--- src/rtl/cache_pkg.sv ---
// cache_pkg: shared geometry, FSM state and line layout for dcache_ctrl
package cache_pkg;
   localparam int ADDR_W = 32;
   localparam int DATA_W = 32;
   localparam int INDEX_W = 3;
   localparam int OFFSET_W = 2;
   localparam int TAG_W = ADDR_W - INDEX_W - OFFSET_W;
   typedef enum logic [1:0] {IDLE, RD_MISS, WR_THRU, RESP} cache_state_t;
   typedef struct packed {
      logic              valid;
      logic [TAG_W-1:0]  tag;
      logic [DATA_W-1:0] data;
   } line_t;
endpackage

--- src/rtl/dcache_ctrl_if.sv ---
// dcache_ctrl_if: CPU-side and memory-side signals of the data cache
interface dcache_ctrl_if #(parameter int ADDR_WIDTH = 32, parameter int DATA_WIDTH = 32);
   logic                  cpu_req;
   logic                  cpu_we;
   logic [ADDR_WIDTH-1:0] cpu_addr;
   logic [DATA_WIDTH-1:0] cpu_wdata;
   logic [DATA_WIDTH-1:0] cpu_rdata;
   logic                  cpu_ready;
   logic                  mem_req;
   logic                  mem_we;
   logic [ADDR_WIDTH-1:0] mem_addr;
   logic [DATA_WIDTH-1:0] mem_wdata;
   logic [DATA_WIDTH-1:0] mem_rdata;
   logic                  mem_ack;
   modport master (output cpu_req, cpu_we, cpu_addr, cpu_wdata, mem_rdata, mem_ack,
                   input  cpu_rdata, cpu_ready, mem_req, mem_we, mem_addr, mem_wdata);
   modport slave  (input  cpu_req, cpu_we, cpu_addr, cpu_wdata, mem_rdata, mem_ack,
                   output cpu_rdata, cpu_ready, mem_req, mem_we, mem_addr, mem_wdata);
endinterface

--- src/rtl/cache_store.sv ---
// cache_store: valid/tag/data arrays, async read port, one sync write port, bulk valid clear
module cache_store #(
   parameter int INDEX_W = 3,
   parameter int TAG_W   = 27,
   parameter int DATA_W  = 32
) (
   input  logic               clk,
   input  logic               clr,
   input  logic               we,
   input  logic [INDEX_W-1:0] widx,
   input  logic [TAG_W-1:0]   wtag,
   input  logic [DATA_W-1:0]  wdata,
   input  logic [INDEX_W-1:0] ridx,
   output logic               rvalid,
   output logic [TAG_W-1:0]   rtag,
   output logic [DATA_W-1:0]  rdata
);
   localparam int SETS = 2**INDEX_W;
   logic [SETS-1:0]   valid;
   logic [TAG_W-1:0]  tags [SETS];
   logic [DATA_W-1:0] data [SETS];
   always_ff @(posedge clk) begin
      if (clr) valid <= '0;
      else if (we) valid[widx] <= 1'b1;
   end
   // tag/data are never cleared; valid alone decides residency
   always_ff @(posedge clk) begin
      if (we && !clr) begin
         tags[widx] <= wtag;
         data[widx] <= wdata;
      end
   end
   assign rvalid = valid[ridx];
   assign rtag   = tags[ridx];
   assign rdata  = data[ridx];
endmodule

--- src/rtl/dcache_ctrl.sv ---
// dcache_ctrl: direct-mapped write-through/no-allocate data cache with refill FSM.
// Define DCACHE_STATS_EN to add saturating stat_hits/stat_misses counters.
module dcache_ctrl
   import cache_pkg::*;
#(
   parameter int ADDR_WIDTH  = ADDR_W,
   parameter int DATA_WIDTH  = DATA_W,
   parameter int INDEX_WIDTH = INDEX_W
) (
   input logic          clk,
   input logic          rst,
   dcache_ctrl_if.slave bus
`ifdef DCACHE_STATS_EN
   ,
   output logic [31:0]  stat_hits,
   output logic [31:0]  stat_misses
`endif
);
   localparam int WW = ADDR_WIDTH - OFFSET_W;
   localparam int TW = WW - INDEX_WIDTH;
   cache_state_t state, state_n;
   logic mem_req_q, mem_we_q, hit_q;
   logic [WW-1:0] waddr_q;
   logic [DATA_WIDTH-1:0] wdata_q, rdata_q, line_data;
   logic [TW-1:0] line_tag;
   logic line_valid, hit, ld_hit, issue, ack, st_we;
   logic unused_addr;
   assign unused_addr = ^bus.cpu_addr[OFFSET_W-1:0];
   assign hit    = line_valid && line_tag == bus.cpu_addr[ADDR_WIDTH-1:INDEX_WIDTH+OFFSET_W];
   assign ld_hit = state == IDLE && bus.cpu_req && !bus.cpu_we && hit;
   assign issue  = state == IDLE && state_n != IDLE;
   assign ack    = mem_req_q && bus.mem_ack;
   // a store that missed at issue time must not touch the line
   assign st_we  = ack && (!mem_we_q || hit_q) && !rst;
   cache_store #(.INDEX_W(INDEX_WIDTH), .TAG_W(TW), .DATA_W(DATA_WIDTH)) u_store (
      .clk(clk), .clr(rst), .we(st_we),
      .widx(waddr_q[INDEX_WIDTH-1:0]), .wtag(waddr_q[WW-1:INDEX_WIDTH]),
      .wdata(mem_we_q ? wdata_q : bus.mem_rdata),
      .ridx(bus.cpu_addr[INDEX_WIDTH+OFFSET_W-1:OFFSET_W]),
      .rvalid(line_valid), .rtag(line_tag), .rdata(line_data)
   );
   always_ff @(posedge clk) state <= rst ? IDLE : state_n;
   always_comb begin
      state_n = state;
      unique case (state)
         IDLE:             state_n = !bus.cpu_req ? IDLE : bus.cpu_we ? WR_THRU : hit ? IDLE : RD_MISS;
         RD_MISS, WR_THRU: state_n = bus.mem_ack ? RESP : state;
         RESP:             state_n = IDLE;
      endcase
   end
   always_ff @(posedge clk) begin
      if (rst) begin
         mem_req_q <= 1'b0;
         mem_we_q  <= 1'b0;
         hit_q     <= 1'b0;
         waddr_q   <= '0;
         wdata_q   <= '0;
         rdata_q   <= '0;
      end else if (issue) begin
         mem_req_q <= 1'b1;
         mem_we_q  <= bus.cpu_we;
         hit_q     <= hit;
         waddr_q   <= bus.cpu_addr[ADDR_WIDTH-1:OFFSET_W];
         wdata_q   <= bus.cpu_wdata;
      end else if (ack) begin
         mem_req_q <= 1'b0;
         mem_we_q  <= 1'b0;
         rdata_q   <= mem_we_q ? rdata_q : bus.mem_rdata;
      end
   end
   assign bus.mem_req   = mem_req_q;
   assign bus.mem_we    = mem_we_q;
   assign bus.mem_addr  = {waddr_q, {OFFSET_W{1'b0}}};
   assign bus.mem_wdata = wdata_q;
   assign bus.cpu_ready = !rst && (ld_hit || state == RESP);
   assign bus.cpu_rdata = ld_hit ? line_data : rdata_q;
`ifdef DCACHE_STATS_EN
   always_ff @(posedge clk) begin
      if (rst) begin
         stat_hits   <= '0;
         stat_misses <= '0;
      end else begin
         if (ld_hit && stat_hits != '1) stat_hits <= stat_hits + 32'd1;
         if (issue && state_n == RD_MISS && stat_misses != '1) stat_misses <= stat_misses + 32'd1;
      end
   end
`endif
endmodule
--- src/flat_wrapper.sv ---
// flat-port wrapper written by rule: the top's interface ports become plain ports
module dcache_ctrl_flat import cache_pkg::*;
#(
   parameter int ADDR_WIDTH  = ADDR_W,
   parameter int DATA_WIDTH  = DATA_W,
   parameter int INDEX_WIDTH = INDEX_W
)
  (clk, rst, bus_cpu_req, bus_cpu_we, bus_cpu_addr, bus_cpu_wdata, bus_mem_rdata, bus_mem_ack, bus_cpu_rdata, bus_cpu_ready, bus_mem_req, bus_mem_we, bus_mem_addr, bus_mem_wdata);
  dcache_ctrl_if #(.ADDR_WIDTH(ADDR_WIDTH), .DATA_WIDTH(DATA_WIDTH)) bus_i ();
  input logic clk;
  input logic rst;
  input wire logic [$bits(bus_i.cpu_req)-1:0] bus_cpu_req;
  input wire logic [$bits(bus_i.cpu_we)-1:0] bus_cpu_we;
  input wire logic [$bits(bus_i.cpu_addr)-1:0] bus_cpu_addr;
  input wire logic [$bits(bus_i.cpu_wdata)-1:0] bus_cpu_wdata;
  input wire logic [$bits(bus_i.mem_rdata)-1:0] bus_mem_rdata;
  input wire logic [$bits(bus_i.mem_ack)-1:0] bus_mem_ack;
  output wire logic [$bits(bus_i.cpu_rdata)-1:0] bus_cpu_rdata;
  output wire logic [$bits(bus_i.cpu_ready)-1:0] bus_cpu_ready;
  output wire logic [$bits(bus_i.mem_req)-1:0] bus_mem_req;
  output wire logic [$bits(bus_i.mem_we)-1:0] bus_mem_we;
  output wire logic [$bits(bus_i.mem_addr)-1:0] bus_mem_addr;
  output wire logic [$bits(bus_i.mem_wdata)-1:0] bus_mem_wdata;
  assign bus_i.cpu_req = bus_cpu_req;
  assign bus_i.cpu_we = bus_cpu_we;
  assign bus_i.cpu_addr = bus_cpu_addr;
  assign bus_i.cpu_wdata = bus_cpu_wdata;
  assign bus_i.mem_rdata = bus_mem_rdata;
  assign bus_i.mem_ack = bus_mem_ack;
  assign bus_cpu_rdata = bus_i.cpu_rdata;
  assign bus_cpu_ready = bus_i.cpu_ready;
  assign bus_mem_req = bus_i.mem_req;
  assign bus_mem_we = bus_i.mem_we;
  assign bus_mem_addr = bus_i.mem_addr;
  assign bus_mem_wdata = bus_i.mem_wdata;
  dcache_ctrl #(.ADDR_WIDTH(ADDR_WIDTH), .DATA_WIDTH(DATA_WIDTH), .INDEX_WIDTH(INDEX_WIDTH)) u_core (.clk(clk), .rst(rst), .bus(bus_i));
endmodule
--- config.mk ---
export PLATFORM = sky130hd
export DESIGN_NAME = dcache_ctrl_flat
export DESIGN_NICKNAME = d
export VERILOG_FILES = /design/src/rtl/cache_pkg.sv /design/src/rtl/dcache_ctrl_if.sv /design/src/rtl/cache_store.sv /design/src/rtl/dcache_ctrl.sv /design/src/flat_wrapper.sv
export SDC_FILE = /design/constraint.sdc
export NUM_CORES = 1
export LEC_CHECK = 0
export ABC_CLOCK_PERIOD_IN_PS = 20100
export CORE_MARGIN = 3
export CORE_UTILIZATION = 45
export DETAILED_ROUTE_END_ITERATION = 8
export HOLD_SLACK_MARGIN = 0.03
export PLACE_DENSITY = 0.63
export SYNTH_ARGS = -nofsm -noshare
export SYNTH_HDL_FRONTEND = slang
export SYNTH_SLANG_ARGS = --single-unit
--- constraint.sdc ---
create_clock -name clk -period 20.1 [get_ports clk]
set_input_delay 6.03 -clock clk [delete_from_list [all_inputs] [get_ports clk]]
set_output_delay 6.03 -clock clk [all_outputs]
set_load 0.03 [all_outputs]
==> impl_metrics.yaml, run 1 <==
run_status:
  status: "finished clean"
clocking:
  htree_num_levels: 2
  clkTransAtPathRegs_ns: 0.06
  clock_sinks: 579
  post_cts_buffers: 0
  ctsResizeCount: 0
  cts_root_buf: "clkbuf_16"
  cts_buffers: 60
  clkLatencyLatePin_ns: 0.62
  cts_buffer_depth: 3
  hold_buffers: 0
  cts_tree: "yes"
synthesis:
  syn_area_um2: 23500
  synth_top_area_share_pct: 60.4
  syn-instance-count: 1332
  synth_top_area_cell: "edfxtp_1"
  synth_cell_types: 46
  synthTopCellsByArea: "edfxtp_1, mux4_2, dfxtp_1, mux2_2, mux2i_1"
  avgSynthCellArea_um2: 17.6
  ys_ff_latch: 579
  synth_edf_count: 472
  yosys_warnings: 0
  ys.flop_type: "edfxtp_1"
  synth.yosys.seq_area_share_pct: 69.5
  async_reset_ff_share_pct: 0
sta:
  worst_pin_slew_ns: 1.19
  finalMaxSlewViolations: 0
  fin_skew_ns: 0.0208
  finalWorstSetupSlack_ns: 2.86
  maxSlewHeadroom_pct: 21.0
  fin_crit_sh_pct: 85.8
  fin_crit_ns: 17.24
  tns_ns: 0
  rsz0062_at_grt: "no"
  fin_hold_ws_ns: 0.470
  finalHoldViolations: 0
  setup_viol: 0
  max_freq_mhz: 58.0
final_layout:
  drive_gt1_share_pct: 21.7
  syn_to_final_growth_pct: 19.6
  diodes: 0
  layout.cells.non_filler: 2255
  fin_nets: 1627
hold_path:
  hp-class: "register to register"
  whs_path_depth: 2
critical_path:
  timing.rr.end: "u_core.hit_q"
  crit_path_start_kind: "input pin"
  crit_chain: "buf_4, buf_4, mux4_2, mux2i_1, xor2_1, o21ai_0, nor4_2, nand4_1, nor2_4, buf_4, mux2_2, clkdlybuf4s50_1"
  reg2reg_slack_ns: 16.59
  cpPeakStageDelay_ns: 0.68
  crit_slowest_cell: "buf_4"
  cp_max_fo: 49
  cpMostUsedCell: "buf_4"
  cp.depth: 12
  worst_r2r_path_depth: 9
  worst-setup-path-type: "input pin to output port"
  cp.arrival_ns: 11.21
  reg2reg_from: "u_core.u_store.tags[7][16]"
  end_kind: "output port"
  endpoint: "bus_cpu_rdata[1]"
  critPathRequiredTime_ns: 14.07
  critPathTopFamily: "buffers and inverters"
  cp.buffers_inverters: 4
  setup.worst_path.start: "bus_cpu_addr[3]"
placed_design:
  dp.final_hpwl_um: 28900
  io_buffers: 195
  placed_cells: 2141
  place.gp.congestion: 0.713
  pre_cts_slack_ns: 2.80
power:
  pwr-share-seq_pct: 50.4
  p_leak_uw: 0.00895
  ir_drop_v: 0.0000667
  switching_share_pct: 22.3
  p_clk_share_pct: 41.5
  power_switching_uw: 596
  power_density_nw_per_um2: 95.2
  internal_power_uw: 2070
  combinationalPowerShare_pct: 8.1
routing:
  wirelength_um: 52500
  wire_per_inst_um: 23.3
  ant_nets: 0
  viasPerCell: 5.55
  dr.pass1.iters: 5
  dr.first_iter.drc_count: 850
  vias: 12500
  drc: 0
global_route:
  antenna_found_initial: 0
  grt_usage_pct: 19.3
  grt_pass1_wl_um: 79600
  grt_overflow_total: 0
  grt_max_degree: 128
  grt_pass1_vias: 13100
die:
  core_um2: 51400
  initial_utilization_pct: 45.6
  dieHeight_um: 234
  die-area_um2: 54900
  ios: 200
  die-width_um: 234
  num_rows: 83
flow_run:
  maxCapViolCount: 0
worst min-delay path by stage:
stage	startpoint	end
after global placement	u_core.u_store.valid[2]	u_core.u_store.valid[2]
final	u_core.rdata_q[11]	u_core.rdata_q[11]
after detailed placement	u_core.u_store.valid[3]	u_core.u_store.valid[3]
after floorplan	u_core.u_store.valid[2]	u_core.u_store.valid[2]
after CTS	u_core.u_store.valid[3]	u_core.u_store.valid[3]
after global routing	u_core.rdata_q[30]	u_core.rdata_q[30]
worst register-to-register path: cells and delay by family, from the launching register on:
kind                      cells  cell delay [ns]
AOI/OAI and AO/OA             2             0.40
xor gates and xnor gates      1             0.23
buffers and inverters         1             0.52
DFF                           1             0.36
muxes                         3             0.97
and+or+nand+nor               2             0.91
power groups by stage:
stage | clock network, µW | logic, µW | registers [µW]
after floorplan | 0 | 118 | 1390
after global placement | 0 | 216 | 1370
after detailed placement | 0 | 220 | 1370
after CTS | 1140 | 221 | 1350
after global routing | 1180 | 235 | 1350
final | 1110 | 218 | 1350
routing by layer:
metal / up-vias / wire (µm) / track usage, % / share of wire, %
met2: 302 / 25500 / 31.7 / 49
met3: 50 / 2930 / 3.34 / 5.6
met1: 6505 / 23300 / 27.2 / 44
li1: 5648 / - / - / -
met5: - / 0 / 0 / 0
met4: 0 / 785 / 4.56 / 1.5
registers in the layout, indices dropped and copies added, names as in the netlist:
| signal | cells |
|---|---|
| u_core.u_store.data | 256 |
| u_core.u_store.tags | 216 |
| u_core.bus.mem_wdata | 32 |
| u_core.rdata_q | 32 |
| u_core.waddr_q | 30 |
| u_core.u_store.valid | 8 |
| u_core.state | 2 |
| u_core.bus.mem_req | 1 |
| u_core.bus.mem_we | 1 |
| u_core.hit_q | 1 |
layout by cell type (no fill, tap or decap), types with 62 or more instances in the layout:
cell type and n:
nand2b_1 68, mux2i_1 77, a21oi_1 66, mux2_2 96
clkdlybuf4s50_1 191, or3b_1 62, mux4_2 108, dfxtp_1 106
o21ai_0 68, edfxtp_1 472
cell usage after synthesis, drive strengths merged, types with 7 or more instances:
cell	instances
edfxtp	472
a22oi	7
nor2b	8
nand2	9
buf	38
mux2i	77
a21oi	66
mux2	97
o21ai	69
nor2	29
xor2	15
dfxtp	107
or3b	62
mux4	108
nand2b	68
xnor2	7
clkbuf	53
stage by stage:
| stage | utilization [%] | power [µW] | cell area (µm²) |
|---|---|---|---|
| finish | 54.6 | 2670 | 28100 |
| detailed placement | 50.7 | 1590 | 26100 |
| global placement | 50.7 | 1590 | 26100 |
| floorplan | - | 1500 | 23500 |
| CTS | 54.6 | 2700 | 28100 |
| global route | 54.6 | 2760 | 28100 |
cell families (layout without fill, tap and decap cells):
kind of cell               after synthesis  count (layout)  synth area share, %
muxes                                  282             282                 18.3
AOI/OAI and AO/OA                      152             152                 3.47
DFF                                    579             579                 69.5
buffers and inverters                   93             335                 1.97
xor gates and xnor gates                22              22                0.821
and+or+nand+nor                        200             200                 5.72
other                                    1               2               0.0160
adders and majority gates                3               3                0.160
area by class of cell:
type,count,area (µm²)
Sequential cell,579,16300
Clock buffer,82,1640
Timing Repair Buffer,219,2130
Multi-Input combinational cell,661,6780
Tap cell,680,851
Clock inverter,32,344
Inverter,2,7.51
Fill cell,4057,23300
Power figures use the tool's default switching activity.
==> inputs of run 2 (changes only) <==
CORE_UTILIZATION = 62   (was 45)
PLACE_DENSITY = 0.83   (was 0.63)
==> impl_metrics.yaml, run 2 (synthesis gave the netlist of run 1 again) <==
run_status:
  status: "finished clean"
die:
  num_rows: 70
  dieHeight_um: 201
  core_um2: 37000
  die-area_um2: 40200
  die-width_um: 201
  ios: 200
  initial_utilization_pct: 63.5
routing:
  dr.pass1.iters: 5
  vias: 12800
  viasPerCell: 6.19
  wirelength_um: 52300
  drc: 0
  ant_nets: 0
  dr.first_iter.drc_count: 1151
  wire_per_inst_um: 25.3
sta:
  fin_skew_ns: 0.0141
  setup_viol: 0
  tns_ns: 0
  worst_pin_slew_ns: 1.25
  fin_crit_sh_pct: 86.1
  finalHoldViolations: 0
  maxSlewHeadroom_pct: 15.9
  max_freq_mhz: 57.8
  fin_crit_ns: 17.30
  finalMaxSlewViolations: 0
  rsz0062_at_grt: "no"
power:
  total_power_uw: 2540
  ir_drop_v: 0.0000668
  switching_share_pct: 22.3
  internal_power_uw: 1970
  pwr-share-seq_pct: 53.0
  p_leak_uw: 0.00878
  power_density_nw_per_um2: 92.2
  p_clk_share_pct: 38.3
  power_switching_uw: 565
  combinationalPowerShare_pct: 8.6
clocking:
  cts_tree: "yes"
  cts_root_buf: "clkbuf_16"
  clock_sinks: 579
  hold_buffers: 0
  cts_buffer_depth: 3
  clkLatencyLatePin_ns: 0.58
  cts_buffers: 56
  ctsResizeCount: 0
  post_cts_buffers: 0
  clkTransAtPathRegs_ns: 0.06
  htree_num_levels: 2
critical_path:
  critPathTopFamily: "buffers and inverters"
  cp_max_fo: 54
  cpPeakStageDelay_ns: 0.71
  crit_chain: "buf_4, buf_4, mux4_2, mux2i_1, xor2_1, nand4_1, nor4_1, nand4_1, nor2_4, buf_4, mux2_2, clkdlybuf4s50_1"
  end_kind: "output port"
  worst-setup-path-type: "input pin to output port"
  cp.arrival_ns: 11.27
  cpMostUsedCell: "buf_4"
  crit_path_start_kind: "input pin"
  crit_slowest_cell: "buf_4"
  critPathRequiredTime_ns: 14.07
  cp.buffers_inverters: 4
global_route:
  grt_max_degree: 95
  met2_usage_pct: 43.0
  grt_pass1_wl_um: 80600
  grt_overflow_total: 0
  grt_pass1_vias: 13400
  grtUsageMet3_pct: 4.12
  met1_usage_pct: 36.4
  antenna_found_initial: 4
  grt_usage_pct: 25.8
  top_usage_layer: "met2"
final_layout:
  regMostFlops: "u_core.u_store.data"
  drive_gt1_share_pct: 20.2
  fin_nets: 1619
  stdcell_area_um2: 27500
  layout_common_cells: "edfxtp_1, clkdlybuf4s50_1, mux4_2"
  syn_to_final_growth_pct: 17.3
  largest_reg_flops: 256
  final_common_cell: "edfxtp_1"
  reg.largest.list: "u_core.u_store.data x256, u_core.u_store.tags x216"
hold_path:
  hp-class: "register to register"
placed_design:
  dp.final_hpwl_um: 28600
  post_dp_cell_area_um2: 25800
  io_buffers: 195
  place.gp.congestion: 0.781
flow_run:
  maxCapViolCount: 0
==> run 2: changes by cell type in the layout (fill, tap and decap cells not counted), sizes merged <==
cell      delta
clkinv       -3
buf          -4
inv          +1
clkbuf       -1
clkinvlp     -2
bufinv       -5
diode        +2
==> run 2: worst paths after layout <==
path                               from            endpoint  slack (ns)  depth (start not counted)
min                  u_core.rdata_q[16]  u_core.rdata_q[16]        0.47                          2
max reg2reg  u_core.u_store.tags[3][12]  u_core.rdata_q[15]       15.42                          9
min reg2reg          u_core.rdata_q[16]  u_core.rdata_q[16]        0.47                          2
max                     bus_cpu_addr[4]    bus_cpu_rdata[2]        2.80                         12
==> run 2: area by class of cell <==
class                   instances  area [µm²]
multi-input cells             661        6780
clock inverters                23         140
well taps                     504         631
clock buffers                  81        1560
diodes                          2        5.00
inverters                       2        7.51
repair buffers                215        2100
fillers                      2175        9430
flip-flops and latches        579       16300
==> run 2: through the flow <==
step	utilization [%]	setup slack, ns	hold slack (ns)	std cells
CTS	74.5	3.00	0.475	2065
global placement	69.9	3.17	0.445	1961
finish	74.5	2.80	0.471	2067
global route	74.5	2.71	0.484	2067
detailed placement	69.9	3.08	0.459	1961
floorplan	-	5.32	0.435	1333
==> run 2: worst reg2reg max path: stages (launching register included) <==
cell and delay, ns:
edfxtp_1 0.37, mux4_2 0.47, mux2i_1 0.16, xnor2_1 0.10
nor4_1 1.05, a41oi_4 0.71, buf_4 0.63, nor4_4 0.34
buf_4 0.46, mux2i_1 0.29
==> run 2: metal layers <==
layer | vias up | wire length, µm | share of wire [%]
li1 | 5608 | - | -
met3 | 107 | 3500 | 6.7
met2 | 508 | 26300 | 50
met5 | - | 30 | 0.057
met4 | 4 | 1220 | 2.3
met1 | 6565 | 21200 | 41
==> run 2: power groups by stage <==
stage / sequential (µW) / clock, µW / combinational, µW
2_1_floorplan: 1390 / 0 / 118
3_3_place_gp: 1370 / 0 / 212
3_5_place_dp: 1370 / 0 / 217
4_1_cts: 1350 / 987 / 220
5_1_grt: 1350 / 1030 / 233
6_report: 1350 / 973 / 219
==> inputs of run 3 (changes only) <==
CAP_MARGIN = 30   (was not set)
CELL_PAD_IN_SITES_DETAIL_PLACEMENT = 0   (was not set)
CELL_PAD_IN_SITES_GLOBAL_PLACEMENT = 2   (was not set)
CORE_UTILIZATION = 47   (was 62)
SKIP_CTS_REPAIR_TIMING = 1   (was not set)
==> impl_metrics.yaml, run 3 (synthesis gave the netlist of run 1 again) <==
placed_design:
  place.gp.congestion: 0.735
  dp.final_hpwl_um: 29400
  placed_cells: 2126
  io_buffers: 195
final_layout:
  layout.cells.non_filler: 2237
  fin_nets: 1627
  drive_gt1_share_pct: 21.6
  register_area_um2: 16300
  largest_reg_flops: 256
  syn_to_final_growth_pct: 19.3
  final_common_cell: "edfxtp_1"
  num-fill-cells: 3728
  multiInputGateArea_um2: 6780
  reg.largest.list: "u_core.u_store.data x256, u_core.u_store.tags x216"
  regMostFlops: "u_core.u_store.data"
  diodes: 0
  layout_common_cells: "edfxtp_1, clkdlybuf4s50_1, mux4_2"
hold_path:
  hold_end: "u_core.u_store.valid[1]"
  whs_path_depth: 2
  hp-class: "register to register"
  min-delay-start: "u_core.u_store.valid[1]"
routing:
  drc: 0
  dr.pass1.iters: 5
  wirelength_um: 51900
  dr.first_iter.drc_count: 952
  ant_nets: 0
  vias: 12400
  wire_per_inst_um: 23.2
  viasPerCell: 5.55
sta:
  rsz0062_at_grt: "no"
  tns_ns: 0
  fin_crit_ns: 17.26
  maxSlewHeadroom_pct: 27.9
  finalMaxSlewViolations: 0
  max_freq_mhz: 57.9
  worst_pin_slew_ns: 1.07
  finalHoldViolations: 0
  fin_skew_ns: 0.0178
  fin_crit_sh_pct: 85.9
  setup_viol: 0
die:
  dieHeight_um: 229
  core_um2: 49200
  ios: 200
  die-width_um: 229
  initial_utilization_pct: 47.7
  die-area_um2: 52600
  num_rows: 81
global_route:
  grt_pass1_vias: 13000
  antenna_found_initial: 0
  grt_pass1_wl_um: 79300
  grt_overflow_total: 0
  grt_max_degree: 85
  grt_usage_pct: 19.7
power:
  ir_drop_v: 0.0000592
  total_power_uw: 2620
  p_leak_uw: 0.00893
  power_density_nw_per_um2: 93.6
run_status:
  status: "finished clean"
critical_path:
  cp_max_fo: 34
  crit_path_start_kind: "input pin"
  timing.rr.end: "u_core.hit_q"
  critPathRequiredTime_ns: 14.07
  reg2reg_from: "u_core.u_store.tags[5][0]"
  worst-setup-path-type: "input pin to output port"
  reg2reg_slack_ns: 16.07
  cp.arrival_ns: 11.23
  worst_r2r_path_depth: 10
  end_kind: "output port"
clocking:
  clkTransAtPathRegs_ns: 0.06
  cts_root_buf: "clkbuf_16"
  htree_num_levels: 2
  cts_tree: "yes"
  clkLatencyLatePin_ns: 0.61
  clock_sinks: 579
  cts_buffer_depth: 3
  cts_buffers: 59
flow_run:
  maxCapViolCount: 0
==> run 3: changes by cell type in the layout (fill, tap and decap cells not counted) <==
cell	previous run	this run
clkinv_4	0	2
clkbuf_1	20	8
buf_4	23	25
clkinv_2	4	17
buf_16	0	2
clkbuf_8	4	2
buf_12	0	1
diode_2	2	0
bufinv_16	1	5
inv_6	3	4
clkbuf_16	57	59
clkinv_1	13	12
==> run 3: where the power goes <==
group          switching (µW)  internal (µW)
Combinational             120           98.5
Sequential               18.7           1330
Clock                     448            610
Total                     587           2030
==> run 3: routing by layer <==
layer	track usage [%]	vias to the layer above	routed length [µm]
met2	32.2	321	25200
met5	0	-	0
met3	3.06	61	2660
li1	-	5649	-
met1	28.0	6390	23100
met4	5.00	0	884
==> run 3: worst max-delay path by stage <==
stage          cells after the start  slack, ns                 to       startpoint
2_1_floorplan                      8       5.32   bus_cpu_rdata[0]  bus_cpu_addr[2]
3_3_place_gp                      12       2.66   bus_cpu_rdata[0]  bus_cpu_addr[2]
3_5_place_dp                      12       2.82   bus_cpu_rdata[0]  bus_cpu_addr[4]
4_1_cts                           12       2.77   bus_cpu_rdata[0]  bus_cpu_addr[4]
5_1_grt                           13       2.56  bus_cpu_rdata[24]  bus_cpu_addr[2]
6_report                          12       2.84   bus_cpu_rdata[0]  bus_cpu_addr[4]
==> run 3: through the flow <==
step           cell area, µm²  util (%)  hold slack (ns)  setup WS [ns]
2_1_floorplan           23500         -            0.435           5.32
3_3_place_gp            26000      53.0            0.445           2.66
3_5_place_dp            26100      53.1            0.459           2.82
4_1_cts                 28000      57.0            0.474           2.77
5_1_grt                 28000      57.0            0.492           2.56
6_report                28000      57.0            0.470           2.84
==> run 3: cell type report <==
cell class | count | share of cell area (%)
tap | 664 | 2.97
timing repair buffer | 220 | 7.81
sequential | 579 | 58.3
clock buffer | 69 | 5.48
inverter | 2 | 0.0268
multi-input combinational | 661 | 24.2
clock inverter | 42 | 1.24
==> run 3: worst max-delay path: stages <==
cell	delay [ns]
buf_4	0.51
buf_4	0.57
mux4_2	0.39
mux2i_1	0.18
xor2_1	0.20
nand4_1	0.12
nor4_1	0.83
nand4_1	0.44
nor2_4	0.43
buf_4	0.45
mux2_2	0.39
clkdlybuf4s50_1	0.65
